$ cat config.mk
export PLATFORM = sky130hd
export DESIGN_NAME = ro_race_counter_flat
export DESIGN_NICKNAME = d
export VERILOG_FILES = /design/src/rtl/ro_race_pkg.sv /design/src/rtl/ro_race_counter_if.sv /design/src/rtl/sync_edge_det.sv /design/src/rtl/ro_race_counter.sv /design/src/flat_wrapper.sv
export SDC_FILE = /design/constraint.sdc
export NUM_CORES = 1
export LEC_CHECK = 0
export ABC_AREA = 1
export CAP_MARGIN = 40
export CORE_ASPECT_RATIO = 2
export CORE_MARGIN = 4
export CORE_UTILIZATION = 40
export DETAILED_ROUTE_END_ITERATION = 16
export PLACE_DENSITY = 0.58
export SYNTH_ARGS = -nofsm -noshare
export SYNTH_HDL_FRONTEND = slang
export SYNTH_SLANG_ARGS = --single-unit
$ cat constraint.sdc
create_clock -name clk -period 1.7 [get_ports clk]
set_clock_uncertainty 0.1 [all_clocks]
set_input_delay 0.17 -clock clk [delete_from_list [all_inputs] [get_ports clk]]
set_output_delay 0.17 -clock clk [all_outputs]
set_load 0.005 [all_outputs]
$ cat src/rtl/ro_race_pkg.sv
// ro_race_pkg
//   Shared types and constants for the oscillator race counter.
//   race_state_e : controller state (IDLE, RUN, DONE)
//   CNT_W        : default counter width
//   CNT_MAX      : saturation value for CNT_W-bit counters
//   TIMEOUT_DEF  : default RUN-state cycle limit for a dead oscillator
package ro_race_pkg;

    typedef enum logic [1:0] {
        IDLE = 2'd0,
        RUN  = 2'd1,
        DONE = 2'd2
    } race_state_e;

    localparam int              CNT_W       = 8;
    localparam logic [CNT_W-1:0] CNT_MAX    = {CNT_W{1'b1}};
    localparam int              TIMEOUT_DEF = 4096;

endpackage

$ cat src/rtl/ro_race_counter_if.sv
// ro_race_counter_if
//   Groups the measurement-controller handshake, the two oscillator inputs
//   and the race results.
//   start         : 1-cycle pulse, begin a race (from controller)
//   osc_a, osc_b  : free-running oscillators, asynchronous to clk
//   count1/count2 : edge counts of osc_a/osc_b (frozen in DONE)
//   busy, done    : race in progress / race finished
//   tie, timeout  : both saturated together / ended by the cycle limit
//   master = controller + oscillator side, slave = counter block.
interface ro_race_counter_if
    import ro_race_pkg::*;
#(
    parameter int WIDTH = CNT_W
);
    logic             start;
    logic             osc_a;
    logic             osc_b;
    logic [WIDTH-1:0] count1;
    logic [WIDTH-1:0] count2;
    logic             busy;
    logic             done;
    logic             tie;
    logic             timeout;

    modport master (
        output start, osc_a, osc_b,
        input  count1, count2, busy, done, tie, timeout
    );

    modport slave (
        input  start, osc_a, osc_b,
        output count1, count2, busy, done, tie, timeout
    );
endinterface

$ cat src/rtl/sync_edge_det.sv
// sync_edge_det
//   Brings an asynchronous oscillator into the clk domain through a
//   SYNC_STG-flop synchronizer and flags each synchronized rising edge.
//   clk   : system clock
//   rst_n : async active-low reset, clears all flops
//   d     : asynchronous input
//   rise  : one-cycle pulse per synchronized rising edge of d
module sync_edge_det #(
    parameter int SYNC_STG = 2
) (
    input  logic clk,
    input  logic rst_n,
    input  logic d,
    output logic rise
);
    logic [SYNC_STG-1:0] sync_q;
    logic                s_d_q;

    always_ff @(posedge clk or negedge rst_n) begin
        if (!rst_n) begin
            sync_q <= '0;
            s_d_q  <= 1'b0;
        end else begin
            sync_q <= {sync_q[SYNC_STG-2:0], d};
            s_d_q  <= sync_q[SYNC_STG-1];
        end
    end

    assign rise = sync_q[SYNC_STG-1] & ~s_d_q;
endmodule

$ cat src/rtl/ro_race_counter.sv
// ro_race_counter
//   Counts rising edges of two oscillators in parallel and freezes both
//   counts as soon as either reaches all-ones, or when TIMEOUT RUN cycles
//   pass without saturation. One race per rising transition of start.
//   clk   : system clock
//   rst_n : async active-low reset
//   bus   : slave side of ro_race_counter_if (start, osc_a/b in;
//           count1/2, busy, done, tie, timeout out)
module ro_race_counter
    import ro_race_pkg::*;
#(
    parameter int WIDTH    = CNT_W,
    parameter int SYNC_STG = 2,
    parameter int TIMEOUT  = TIMEOUT_DEF
) (
    input  logic                 clk,
    input  logic                 rst_n,
    ro_race_counter_if.slave     bus
);
    localparam int               TW    = (TIMEOUT > 1) ? $clog2(TIMEOUT) : 1;
    localparam logic [WIDTH-1:0] MAXV  = {WIDTH{1'b1}};
    localparam logic [TW-1:0]    TLAST = TW'(TIMEOUT - 1);
    localparam logic [TW-1:0]    TMAX  = {TW{1'b1}};

    race_state_e      state_q, state_d;
    logic [WIDTH-1:0] cnt1_q, cnt1_d, cnt2_q, cnt2_d;
    logic [WIDTH-1:0] nxt1, nxt2;
    logic [TW-1:0]    timer_q, timer_d;
    logic             tie_q, tie_d, tmo_q, tmo_d;
    logic             busy_q, done_q;
    logic             start_d_q, start_rise;
    logic             inc_a, inc_b;
    logic             sat_a, sat_b;

    sync_edge_det #(.SYNC_STG(SYNC_STG)) u_sync_a (
        .clk (clk), .rst_n (rst_n), .d (bus.osc_a), .rise (inc_a)
    );
    sync_edge_det #(.SYNC_STG(SYNC_STG)) u_sync_b (
        .clk (clk), .rst_n (rst_n), .d (bus.osc_b), .rise (inc_b)
    );

    // Saturating increment: a counter at all-ones never wraps.
    function automatic logic [WIDTH-1:0] sat_inc(input logic [WIDTH-1:0] v,
                                                 input logic             inc);
        return (inc && (v != MAXV)) ? v + WIDTH'(1) : v;
    endfunction

    // A held-high start launches only one race.
    assign start_rise = bus.start & ~start_d_q;

    assign nxt1  = sat_inc(cnt1_q, inc_a);
    assign nxt2  = sat_inc(cnt2_q, inc_b);
    assign sat_a = (nxt1 == MAXV);
    assign sat_b = (nxt2 == MAXV);

    always_comb begin
        state_d = state_q;
        cnt1_d  = cnt1_q;
        cnt2_d  = cnt2_q;
        timer_d = timer_q;
        tie_d   = tie_q;
        tmo_d   = tmo_q;
        case (state_q)
            IDLE, DONE: begin
                if (start_rise) begin
                    state_d = RUN;
                    cnt1_d  = '0;
                    cnt2_d  = '0;
                    timer_d = '0;
                    tie_d   = 1'b0;
                    tmo_d   = 1'b0;
                end
            end
            RUN: begin
                // Both counters take this cycle's increment, even on the
                // edge where one of them saturates.
                cnt1_d  = nxt1;
                cnt2_d  = nxt2;
                timer_d = (timer_q == TMAX) ? timer_q : timer_q + TW'(1);
                // Saturation outranks a coincident timeout.
                if (sat_a || sat_b) begin
                    state_d = DONE;
                    tie_d   = sat_a & sat_b;
                end else if (timer_q == TLAST) begin
                    state_d = DONE;
                    tmo_d   = 1'b1;
                end
            end
            default: state_d = IDLE;
        endcase
    end

    always_ff @(posedge clk or negedge rst_n) begin
        if (!rst_n) begin
            state_q   <= IDLE;
            cnt1_q    <= '0;
            cnt2_q    <= '0;
            timer_q   <= '0;
            tie_q     <= 1'b0;
            tmo_q     <= 1'b0;
            busy_q    <= 1'b0;
            done_q    <= 1'b0;
            start_d_q <= 1'b0;
        end else begin
            state_q   <= state_d;
            cnt1_q    <= cnt1_d;
            cnt2_q    <= cnt2_d;
            timer_q   <= timer_d;
            tie_q     <= tie_d;
            tmo_q     <= tmo_d;
            busy_q    <= (state_d == RUN);
            done_q    <= (state_d == DONE);
            start_d_q <= bus.start;
        end
    end

    assign bus.count1  = cnt1_q;
    assign bus.count2  = cnt2_q;
    assign bus.busy    = busy_q;
    assign bus.done    = done_q;
    assign bus.tie     = tie_q;
    assign bus.timeout = tmo_q;
endmodule
$ cat src/flat_wrapper.sv
// flat-port wrapper written by rule: the top's interface ports become plain ports
module ro_race_counter_flat import ro_race_pkg::*;
#(
    parameter int WIDTH    = CNT_W,
    parameter int SYNC_STG = 2,
    parameter int TIMEOUT  = TIMEOUT_DEF
)
  (clk, rst_n, bus_start, bus_osc_a, bus_osc_b, bus_count1, bus_count2, bus_busy, bus_done, bus_tie, bus_timeout);
  ro_race_counter_if #(.WIDTH(WIDTH)) bus_i ();
  input  logic clk;
  input  logic rst_n;
  input wire logic [$bits(bus_i.start)-1:0] bus_start;
  input wire logic [$bits(bus_i.osc_a)-1:0] bus_osc_a;
  input wire logic [$bits(bus_i.osc_b)-1:0] bus_osc_b;
  output wire logic [$bits(bus_i.count1)-1:0] bus_count1;
  output wire logic [$bits(bus_i.count2)-1:0] bus_count2;
  output wire logic [$bits(bus_i.busy)-1:0] bus_busy;
  output wire logic [$bits(bus_i.done)-1:0] bus_done;
  output wire logic [$bits(bus_i.tie)-1:0] bus_tie;
  output wire logic [$bits(bus_i.timeout)-1:0] bus_timeout;
  assign bus_i.start = bus_start;
  assign bus_i.osc_a = bus_osc_a;
  assign bus_i.osc_b = bus_osc_b;
  assign bus_count1 = bus_i.count1;
  assign bus_count2 = bus_i.count2;
  assign bus_busy = bus_i.busy;
  assign bus_done = bus_i.done;
  assign bus_tie = bus_i.tie;
  assign bus_timeout = bus_i.timeout;
  ro_race_counter #(.WIDTH(WIDTH), .SYNC_STG(SYNC_STG), .TIMEOUT(TIMEOUT)) u_core (.clk(clk), .rst_n(rst_n), .bus(bus_i));
endmodule
After elaboration in Yosys (flattened, before gate mapping)
Index checks and enable logic that the tools add are counted.

Bits in read-only memories: 0. Word-level logic and storage cells: 65. Memory bits (writable): 0. Memories kept: 0. Latch bits: 0. Register bits: 41. Input port bits: 5.

Mux-type cells: 18. Add/subtract/negate cells: 3. Reduce and logical (&&, ||, !) cells: 10. Equal/unequal tests: 14. Multipliers: 0. Bitwise logic cells: 7. Div/mod/pow operators: 0. $lt $le $gt $ge: 0. Shift-type cells: 0.

Operators with widths (number): $pmux 8 s2 (2); $mux 12 (2); $mux 8 (3); $pmux 12 s2 (1); $add 8x1->8 const B (2); $eq 8x8->1 const B (2); $ne 8x8->1 const B (2); $add 12x1->12 const B (1); $eq 12x12->1 const B (1); $mux 2 (3); $ne 2x1->1 const B (3); $reduce_and 3->1 (2); $and 1x1->1 (4); $eq 2x1->1 const B (2); $eq 2x2->1 const B (2); $mux 1 (4); $ne 2x2->1 const B (2); $pmux 1 s2 (2); $pmux 2 s2 (1); $reduce_and 4->1 (1); $not 1->1 (3); $logic_and 1x1->1 (2); $logic_not 2->1 (1); $reduce_and 2->1 (1); 3 further kinds (3).

Longest topological paths before layout
Depth after elaboration: 9. Depth in mapped cells: 15.

Modules after synthesis
Synthesis repeated with hierarchy kept, for this count alone.

Cells, all modules: 300. Area, all modules: 2294.7 µm².

Modules (own cells, without submodules): ro_race_counter (cells an instance 290, area each 2124.5 µm², instances 1); sync_edge_det (cells an instance 5, area each 85.1 µm², instances 2).

Worst setup path before layout
Ideal clock, no wire load.

Path type: register to register. Start point: reg u_core.cnt2_q[0], in the netlist u_core.bus.count2[0]. End point: reg u_core.tie_q, in the netlist u_core.bus.tie. Arrival time: 1.582 ns. Period minus slack after synthesis: 1.799 ns. Buffers on the path: 0. Cell stages (with the launch flop): 15. Required time: 1.484 ns. Path slack: -0.099 ns. Library setup time: 0.116 ns. Cell sequence: dfrtp_1 ha_1 nand2_2 nor2_2 nand2_4 nand2_2 nand2_1 nand2_2 nand3_2 nor2_2 nand2_2 nand2_2 nand2_2 nand2_1 nand2_1.

Word-level cells in the longest chain between the ends: 7. Elaborated cells on any way between the ends: 11.

Ends and longest elaborated chain: from (decl) (line ro_race_counter.sv:26) `logic [WIDTH-1:0] cnt1_q, cnt1_d, cnt2_q, cnt2_d;`; from (signal assigned) (line ro_race_counter.sv:107) `cnt2_q <= cnt2_d;`; branches (longest 2 deep; another with $add 8x1->8); $mux 8 (*) (line ro_race_counter.sv:45) `return (inc && (v != MAXV)) ? v + WIDTH'(1) : v;`; $eq 8x8->1 (*) (line ro_race_counter.sv:54) `assign sat_b = (nxt2 == MAXV);`; $and 1x1->1 / $logic_or 1x1->1 (equally long branches) (line ro_race_counter.sv:83, ro_race_counter.sv:81); $mux 1 / $ne 2x1->1 (equally long branches); $pmux 1 s2 / $reduce_and 3->1 (equally long branches); to (signal assigned) (line ro_race_counter.sv:109) `tie_q <= tie_d;`; to (decl) (line ro_race_counter.sv:29) `logic tie_q, tie_d, tmo_q, tmo_d;`.

Every way passes the cells marked *. The select of a mux whose other input is x is not followed. A chain may end at the register's enable or synchronous reset.

Worst setup path after layout
Start point: reg u_core.cnt1_q[1], in the netlist u_core.bus.count1[1]. End point: reg u_core.tmo_q, in the netlist u_core.bus.timeout.

Word-level cells in the longest chain between the ends: 7. Elaborated cells on any way between the ends: 8.

Ends and longest elaborated chain: from (decl) (line ro_race_counter.sv:26); from (signal assigned) (line ro_race_counter.sv:106) `cnt1_q <= cnt1_d;`; branches (longest 2 deep; another with $add 8x1->8); $mux 8 (*) (line ro_race_counter.sv:45); $eq 8x8->1 (*) (line ro_race_counter.sv:53) `assign sat_a = (nxt1 == MAXV);`; $logic_or 1x1->1 (*) (line ro_race_counter.sv:81) `if (sat_a || sat_b) begin`; $ne 2x2->1 (no source line) (*); $reduce_and 4->1 (no source line) (*); to (signal assigned) (line ro_race_counter.sv:110) `tmo_q <= tmo_d;`; to (decl) (line ro_race_counter.sv:29).

Every way passes the cells marked *.

==> impl_metrics.ini <==
[synthesis]
netlist.area_leader.share = 0.4430
ys_ff_latch = 41
synthAdderAreaFrac = 0.01621
yosys.area.top_type = dfrtp_1
synth_compound_area_frac = 0.08860
synth_common_cells = nand2_1, dfrtp_1, inv_1
yosys_warnings = 0
syn_area_sq_um = 2316
muxShareOfSynthArea = 0
synth-main-ff-cell = dfrtp_1
async_flop_share = 1.000
yosysMostFrequentCell = nand2_1
yosysSeqAreaShare = 0.4430
synth_nets = 313
syn_inst = 305
synth_cell_type_count = 28
synth_top_family_by_area = simple AND/OR/NAND/NOR gates
synthSimpleGateAreaFrac = 0.3474
avgSynthCellArea_sq_um = 7.593
netlist_top_cells_area = dfrtp_1, nand2_1, nand3_1, inv_1, nor2_1
synth_xor_area_frac = 0.02647
synth-edff-count = 0

[floorplanning]
initial_core_util = 0.4092
dieHeight_microns = 115.6
core_area_sq_um = 5660
dieArea_sq_um = 7145
fp-row-count = 39
io_pins = 25
die_x_microns = 61.81

[routing]
drt-pass1-iter-count = 4
ant_nets = 0
via_per_inst = 5.236
vias = 2356
drt_iter0_drc = 53
drc = 0
wirelength_microns = 6366
routed_wire_length_per_instance_microns = 14.15

[worst_hold_path]
min_to = u_core.u_sync_b.sync_q[0]
min_path_cells = 1
min_path_type = in2reg
hp-start = bus_osc_b

[power_and_ir_drop]
leakagePower_uw = 0.001593
max-vdd-ir-drop_mv = 0.9807
p_per_area_nw_per_um2 = 1475

[global_routing]
grt_max_degree = 27
grt_pass1_wl_microns = 10360
first_global_vias = 2373
gr-usage-met1 = 0.2000
antenna_found_initial = 0
grt_use_met3 = 0.02453
grt.total_usage = 0.1928
met2_usage = 0.3520
grt.overflow.total = 0
top_usage_layer = met2

[timing]
setup_slack_ns = -0.1626
max_freq_ghz = 0.5369
fin_crit_ns = 1.863
setup_violations = 6
timing.final.hold_violations = 0
maxSlewHeadroom = 0.7098
worst_pin_slew_ns = 0.4353
period_share = 1.096
slew_violations = 0
rsz0062_at_grt = true
fin_setup_tns_ns = -0.5733

[clock_network]
clk_latency_ns = 0.29
clkTransAtPathRegs_ns = 0.06
clockBufferDepth = 2
cts-buffers-inserted = 5
cts_tree = done
ctsHtreeMaxLevel = 2
clock_sinks = 41
clockRootBuffer = clkbuf_16

[placement]
pre_cts_slack_ns = -0.1707
dp_cells = 429
gp_congestion = 0.8611
hpwl_microns = 4668
placed_cell_area_sq_um = 2962
io_buffers = 24

[layout]
diodes = 0
syn_to_final_growth_pct = 47.76
utilization = 0.6046
fin_cells = 450
fillerInstances = 528
drive_above_1_share = 0.3419
fin_area_sq_um = 3422
nets = 397

[setup_path]
end_kind = flop
critPathMaxFanout = 3
crit_required_ns = 1.77
r2r_start = u_core.bus.count1[1]
reg2reg_to = u_core.bus.timeout
regToRegSetupSlack_ns = -0.16
worstSetupStartpointType = flop
path_class = reg2reg
reg2regPathDepth = 13
critPathArrivalTime_ns = 1.93

[job]
maxCapViolations = 0

[status]
violations = setup timing
status = finished with violations
layer usage:
metal  share of wire  up-vias
li1                -     1159
met2            0.58       49
met4           0.047        0
met1            0.35     1118
met3           0.027       30
met5               0        -
cell type report:
| type | count | area [sq um] | area share |
|---|---|---|---|
| Multi-Input combinational cell | 219 | 1326 | 0.3876 |
| Inverter | 42 | 165.2 | 0.04826 |
| Clock buffer | 7 | 142.6 | 0.04168 |
| Timing Repair Buffer | 80 | 680.7 | 0.1989 |
| Tap cell | 61 | 76.32 | 0.02230 |
| Sequential cell | 41 | 1031 | 0.3013 |
cell usage in the layout (no fill, tap or decap), drive strengths merged:
cell,count
a21oi,9
nand4,8
clkbuf,7
xor2,7
o32ai,1
clkdlybuf4s50,21
dlymetal6s2s,2
o21ai,16
o31ai,2
ha,3
dfrtp,41
clkinvlp,2
nor2,31
nand2,92
nor3,6
nand3,35
nor4,1
buf,56
o22ai,8
dlygate4sd3,1
inv,40
worst max-delay path, stage by stage (launching register included):
cell and delay [ns]:
dfrtp_1 0.40, ha_4 0.18, nand2_2 0.07, nor2_4 0.14, nand2_2 0.08, nand2_2 0.08, nand2_1 0.07, nand2_2 0.08
nand2_1 0.05, nor2_1 0.10, nand2_1 0.10, buf_4 0.14, nand3_1 0.09, a21oi_1 0.07
how the worst max path moves through the flow:
stage,startpoint,endpoint,slack (ns),cells past startpoint
2_1_floorplan,u_core.bus.count1[0],u_core.bus.tie,-0.06,14
3_3_place_gp,u_core.bus.count2[0],u_core.bus.tie,-0.15,12
3_5_place_dp,u_core.bus.count2[1],u_core.bus.tie,-0.17,14
4_1_cts,u_core.bus.count2[0],u_core.bus.tie,-0.12,14
5_1_grt,u_core.bus.count1[1],u_core.bus.timeout,-0.27,13
6_report,u_core.bus.count1[1],u_core.bus.timeout,-0.16,13
report_power, final:
part           switching (uW)  total (uW)  leakage, uW  internal, uW
Sequential                289        1570     0.000510          1280
Combinational            1250        2520      0.00101          1270
Clock                     377         954    0.0000700           577
per-stage QoR:
stage / power [uW] / hold WS [ns]
after floorplan: 2566 / -0.2256
after global placement: 3722 / 0.02434
after detailed placement: 3752 / 0.02881
after CTS: 4839 / 0.2189
after global routing: 5414 / 0.2206
final: 5047 / 0.2225
timing repair:
action,in CTS,in global routing
cloned,1,1
resized for setup,10,46
hold buffers,1,0
setup buffers,4,7
endpoints found under the hold margin,15,0
setup endpoints to repair,10,16
pin swaps,17,31
logic make-up after synthesis:
| group | count (synthesis) |
|---|---|
| AND/OR/NAND/NOR | 172 |
| buffers and inverters | 46 |
| flip-flops | 41 |
| AO/OA/AOI/OAI | 36 |
| XOR/XNOR | 7 |
| adder cells (fa/ha/maj) | 3 |
sequential cells by signal, summed over array words and instances, names as in the netlist:
| register | count |
|---|---|
| u_core.u_sync_b.s_d_q | 1 |
| u_core.timer_q | 12 |
| u_core.state_q | 2 |
| u_core.bus.done | 1 |
| u_core.u_sync_a.s_d_q | 1 |
| u_core.u_sync_a.sync_q | 2 |
| u_core.u_sync_b.sync_q | 2 |
| u_core.bus.count2 | 8 |
| u_core.bus.count1 | 8 |
| u_core.bus.busy | 1 |
| u_core.start_d_q | 1 |
| u_core.bus.timeout | 1 |
| u_core.bus.tie | 1 |
(Power assumes the default switching activity.)
